<file path="config.mk">
export PLATFORM = sky130hd
export DESIGN_NAME = cell_truth_seq
export DESIGN_NICKNAME = d
export VERILOG_FILES = /design/src/rtl/cell_truth_seq.sv
export SDC_FILE = /design/constraint.sdc
export NUM_CORES = 1
export LEC_CHECK = 0
export ABC_AREA = 0
export ABC_CLOCK_PERIOD_IN_PS = 4990
export BUFFER_PORTS_ARGS = -buffer_cell sky130_fd_sc_hd__buf_2
export CORE_UTILIZATION = 33
export CTS_CLUSTER_DIAMETER = 50
export CTS_CLUSTER_SIZE = 14
export DETAILED_ROUTE_END_ITERATION = 10
export SLEW_MARGIN = 20
export SYNTH_ARGS = -nofsm -noshare
export SYNTH_HDL_FRONTEND = slang
export SYNTH_SLANG_ARGS = --single-unit
</file>
<file path="constraint.sdc">
create_clock -name clk -period 4.99 [get_ports clk]
set_clock_uncertainty 0.15 [all_clocks]
set_input_delay 0.998 -clock clk [delete_from_list [all_inputs] [get_ports clk]]
set_output_delay 0.998 -clock clk [all_outputs]
set_load 0.02 [all_outputs]
</file>
<file path="src/rtl/cell_truth_seq.sv">
// cell_truth_seq
//   Clocked truth-table sequencer for an N-input, single-output standard cell.
//   It steps dut_in through every vector 0 .. 2**N_IN-1 in ascending order.
//   Each vector is held for SETTLE+1 cycles, and dut_out is sampled on the last one.
//   Each sample is compared against the packed EXPECT table, where bit i is the
//   expected output for vector i. The block counts mismatches and reports pass/fail.
//
// Parameters
//   N_IN    number of cell inputs (1..6)
//   EXPECT  expected output table, width 2**N_IN (default: NOR-N)
//   SETTLE  extra hold cycles per vector before sampling (0..15)
//
// Ports
//   clk        in   rising-edge clock
//   rst        in   synchronous active-high reset
//   start      in   begin a run (accepted only when idle)
//   dut_out    in   output of the cell under test
//   dut_in     out  vector driven onto the cell inputs (MSB = A1)
//   busy       out  run in progress
//   done       out  one-cycle pulse at the end of a run
//   pass       out  last completed run had zero mismatches
//   err_count  out  mismatch count of current/last run
//   fail_vec   out  first mismatching vector (0 if none)
//   fail_seen  out  at least one mismatch in current/last run
//
// Build option
//   CELL_SEQ_STOP_ON_FAIL_EN : when defined, the first mismatch ends the run.
module cell_truth_seq #(
    parameter int                    N_IN   = 3,
    parameter logic [2**N_IN-1:0]    EXPECT = {{(2**N_IN-1){1'b0}}, 1'b1},
    parameter int                    SETTLE = 2
) (
    input  logic              clk,
    input  logic              rst,
    input  logic              start,
    input  logic              dut_out,
    output logic [N_IN-1:0]   dut_in,
    output logic              busy,
    output logic              done,
    output logic              pass,
    output logic [N_IN:0]     err_count,
    output logic [N_IN-1:0]   fail_vec,
    output logic              fail_seen
);

    localparam logic [3:0] SETTLE_C = 4'(SETTLE);

    typedef enum logic [1:0] {
        S_IDLE,
        S_RUN,
        S_DONE
    } state_t;

    state_t            state_q;
    logic [N_IN-1:0]   idx_q;
    logic [3:0]        cnt_q;
    logic [N_IN:0]     err_q;
    logic [N_IN-1:0]   fvec_q;
    logic              fseen_q;
    logic              busy_q;
    logic              done_q;
    logic              pass_q;

    logic              mismatch;
    logic [N_IN:0]     err_d;
    logic              last_d;

    // An X/Z on dut_out must count as a mismatch, so the comparison is a case inequality.
    always_comb begin
        mismatch = (dut_out !== EXPECT[idx_q]);
        err_d    = err_q + {{N_IN{1'b0}}, mismatch};
`ifdef CELL_SEQ_STOP_ON_FAIL_EN
        last_d   = (idx_q == '1) || mismatch;
`else
        last_d   = (idx_q == '1);
`endif
    end

    always_ff @(posedge clk) begin
        if (rst) begin
            state_q <= S_IDLE;
            idx_q   <= '0;
            cnt_q   <= '0;
            err_q   <= '0;
            fvec_q  <= '0;
            fseen_q <= 1'b0;
            busy_q  <= 1'b0;
            done_q  <= 1'b0;
            pass_q  <= 1'b0;
        end else begin
            done_q <= 1'b0;
            unique case (state_q)
                S_IDLE: begin
                    if (start) begin
                        state_q <= S_RUN;
                        idx_q   <= '0;
                        cnt_q   <= '0;
                        err_q   <= '0;
                        fvec_q  <= '0;
                        fseen_q <= 1'b0;
                        pass_q  <= 1'b0;
                        busy_q  <= 1'b1;
                    end
                end
                S_RUN: begin
                    if (cnt_q != SETTLE_C) begin
                        cnt_q <= cnt_q + 4'd1;
                    end else begin
                        err_q <= err_d;
                        if (mismatch && !fseen_q) begin
                            fvec_q  <= idx_q;
                            fseen_q <= 1'b1;
                        end
                        // pass uses err_d so that a mismatch on the final sample is included.
                        if (last_d) begin
                            state_q <= S_DONE;
                            busy_q  <= 1'b0;
                            done_q  <= 1'b1;
                            pass_q  <= (err_d == '0);
                        end else begin
                            idx_q <= idx_q + N_IN'(1);
                            cnt_q <= '0;
                        end
                    end
                end
                S_DONE: begin
                    state_q <= S_IDLE;
                end
                default: begin
                    state_q <= S_IDLE;
                end
            endcase
        end
    end

    assign dut_in    = idx_q;
    assign busy      = busy_q;
    assign done      = done_q;
    assign pass      = pass_q;
    assign err_count = err_q;
    assign fail_vec  = fvec_q;
    assign fail_seen = fseen_q;

endmodule

</file>
==> results_dict.tcl <==
set metrics [dict create \
    clkSinkCount 21 \
    arrival_ps 2510 \
    die-area_um2 3580 \
    cp_common_cell "ha_1" \
    slowest_delay_ps 320 \
    setup_tns_ps 0 \
    cts_resized 0 \
    rsz0062_at_grt "false" \
    p_total_uw 298 \
    swShare_pct 27.0 \
    syn-num-nets 125 \
    cts.htree.levels 1 \
    endpoint_kind "flop" \
    synth_edf_count 0 \
    antenna_found_initial 0 \
    cp-start-kind "input pin" \
    max_slew.worst_pin.slew_ps 477 \
    clk_pin_slew_ps 120 \
    root_buffer "clkbuf_4" \
    drv_cap 0 \
    fmax_ghz 0.411 \
    synth.area.mux_share_pct 1.02 \
    finalSetupViolations 0 \
    diodes 0 \
    ys.flop_type "dfxtp_1" \
    detail_route.wl_per_cell_um 11.7 \
    sequentialPowerShare_pct 59.2 \
    netlist_instances 115 \
    max-slew-margin-rel_pct 68.1 \
    cp_max_fo 4 \
    drc 0 \
    grt_pass1_wl_um 3530 \
    grt_max_degree 18 \
    holdBufCountCts 0 \
    crit_chain "buf_2 > xor2_1 > ha_1 > ha_1 > nand2_1 > o21ai_0 > o31ai_1 > o41ai_2" \
    area_growth_pct 13.3 \
    hpwl_um 1600 \
    slowest_stage "xor2_1" \
    ys_seq_elements 21 \
    post-cts-setup-buffer-count 0 \
    synth_area_leaders "dfxtp_1 38%, ha_1 6.8%, a21oi_1 4.5%" \
    ios 18 \
    drt_first_pass_iters 4 \
    crit_family "compound AO/OA/AOI/OAI gates" \
    yosys.area_share.adder_pct 6.80 \
    clock_path_buffers 2 \
    rrSetupSlack_ps 3000 \
    intPower_uw 217 \
    ir_drop_mv 0.239 \
    async_flop_share_pct 0 \
    synth_top_area_share_pct 38.1 \
    fill_cells 328 \
    p_per_area_nw_per_um2 238 \
    io_buffers 17 \
    finalHoldViolations 0 \
    required_ps 5070 \
    ys_warn_count 0 \
    start_util_pct 35.6 \
    grt_overflow 0 \
    min_period_ps 2430 \
    vias 868 \
    synthXorXnorAreaFrac_pct 2.38 \
    finalCritPeriodShare_pct 48.8 \
    crit_type "input pin to flop" \
    p_leak_uw 0.000516 \
    drv_slew 0 \
    clock_insertion_delay_worst_skew_ps 310 \
    gp_congestion 0.788 \
    grtUsageTotal_pct 13.3 \
    synth_compound_area_share_pct 19.3 \
    yosysMostFrequentCell "dfxtp_1" \
    ys_types 44 \
    wirelength_um 2050 \
    yosys.area.top_type "dfxtp_1" \
    avgViaCountPerCell 4.93 \
    synth_top_family_by_area "simple AND/OR/NAND/NOR gates" \
    die_w_um 59.8 \
    cts_tree "built" \
    drt.antenna.violating_nets 0 \
    grt_pass1_vias 792 \
    hold_path_class "flop to flop" \
    syn_area_per_cell_um2 9.60 \
    synth_simple_gate_area_share_pct 28.8 \
    p_switching_uw 80.4 \
    status "complete, no violations" \
    cp.buffers_inverters 1 \
    nNetsFinal 143 \
    synth_top_cells_by_count "21 x dfxtp_1, 10 x a21oi_1, 10 x nor2_1" \
    drive_gt1_share_pct 28.0 \
    std_cell_rows 20 \
    cts_buffers 3 \
    core_um2 3100 \
    first_iter_violations 30 \
    syn-cell-area_um2 1100 \
    die_h_um 59.8 \
    yosysSeqAreaShare_pct 38.1 \
    combPwrFrac_pct 13.1 \
    clkPwrFrac_pct 27.8 \
]
-- cells by family after synthesis --
| kind of cell | Yosys count |
|---|---|
| mux | 1 |
| buf+inv | 9 |
| xor+xnor | 3 |
| simple gates | 48 |
| compound gates | 27 |
| fa+ha+maj | 6 |
| flops | 21 |
-- metrics by stage --
stage	instance area, µm²	utilization, %	hold slack (ps)	setup WS, ps	std cells
global route	1250	40.3	342	2460	176
floorplan	1100	-	378	2490	115
finish	1250	40.3	323	2560	176
global placement	1220	39.4	303	2290	172
CTS	1250	40.3	324	2580	176
detailed placement	1220	39.4	307	2240	172
-- layout make-up --
type                    count  area [µm²]  share of cell area [%]
multi-input cells          85         643                    51.5
flip-flops and latches     21         420                    33.6
repair buffers             17        85.1                    6.81
well taps                  44        55.1                    4.40
clock buffers               3        22.5                    1.80
inverters                   5        18.8                    1.50
clock inverters             1        5.00                   0.400
-- routing by layer --
metal  part of all wire [%]  wire length (µm)  up-vias  GRT usage, %
li1                       -                 -      446             -
met1                     47               970      402          16.7
met2                     48               978       18          21.7
met3                    4.7                96        2          4.55
met4                   0.49                10        0          2.99
met5                      0                 0        -             0
-- path summary, 6_finish.rpt --
| kind | from | endpoint | cells past startpoint |
|---|---|---|---|
| min | fail_vec[1]$_SDFFE_PP0P_ | fail_vec[1]$_SDFFE_PP0P_ | 2 |
| min reg2reg | fail_vec[1]$_SDFFE_PP0P_ | fail_vec[1]$_SDFFE_PP0P_ | 2 |
| max reg2reg | flop | pass$_SDFFE_PP0P_ | 7 |
| max | dut_out | pass$_SDFFE_PP0P_ | 8 |
-- cell usage in the layout, fill, tap and decap left out, types with 2 or more instances in the layout --
| master | n |
|---|---|
| dfxtp_1 | 21 |
| buf_2 | 17 |
| nor2_1 | 10 |
| a21oi_1 | 10 |
| nand2_1 | 7 |
| nand3_1 | 7 |
| ha_1 | 6 |
| inv_1 | 5 |
| or2_0 | 3 |
| clkbuf_4 | 3 |
| xor2_1 | 2 |
| or3b_4 | 2 |
| nor2b_1 | 2 |
| nand3b_1 | 2 |
| nor3b_1 | 2 |
| and2b_1 | 2 |
| o211ai_2 | 2 |
| o31ai_1 | 2 |
| o211ai_1 | 2 |
| nand4b_1 | 2 |
-- flip-flops by register name, indices dropped and copies added, names as in the netlist, named ones only --
name and count:
busy 1, fail_seen 1, state_q 2, dut_in 3, cnt_q 4, done 1, err_count 4, pass 1
fail_vec 3
-- power by group through the flow --
stage | clock network, µW | registers, µW | logic, µW
finish | 82.7 | 176 | 38.9
global route | 94.0 | 177 | 43.7
global placement | 0 | 180 | 38.6
CTS | 86.8 | 176 | 39.5
detailed placement | 0 | 180 | 39.4
floorplan | 0 | 180 | 30.6
-- worst min-delay path, delay by kind of cell (launching register included) --
kind | cells | cell delay [ps]
simple gates | 1 | 60
compound gates | 1 | 60
flops | 1 | 330
No activity file was read; power rests on OpenSTA's default activity.
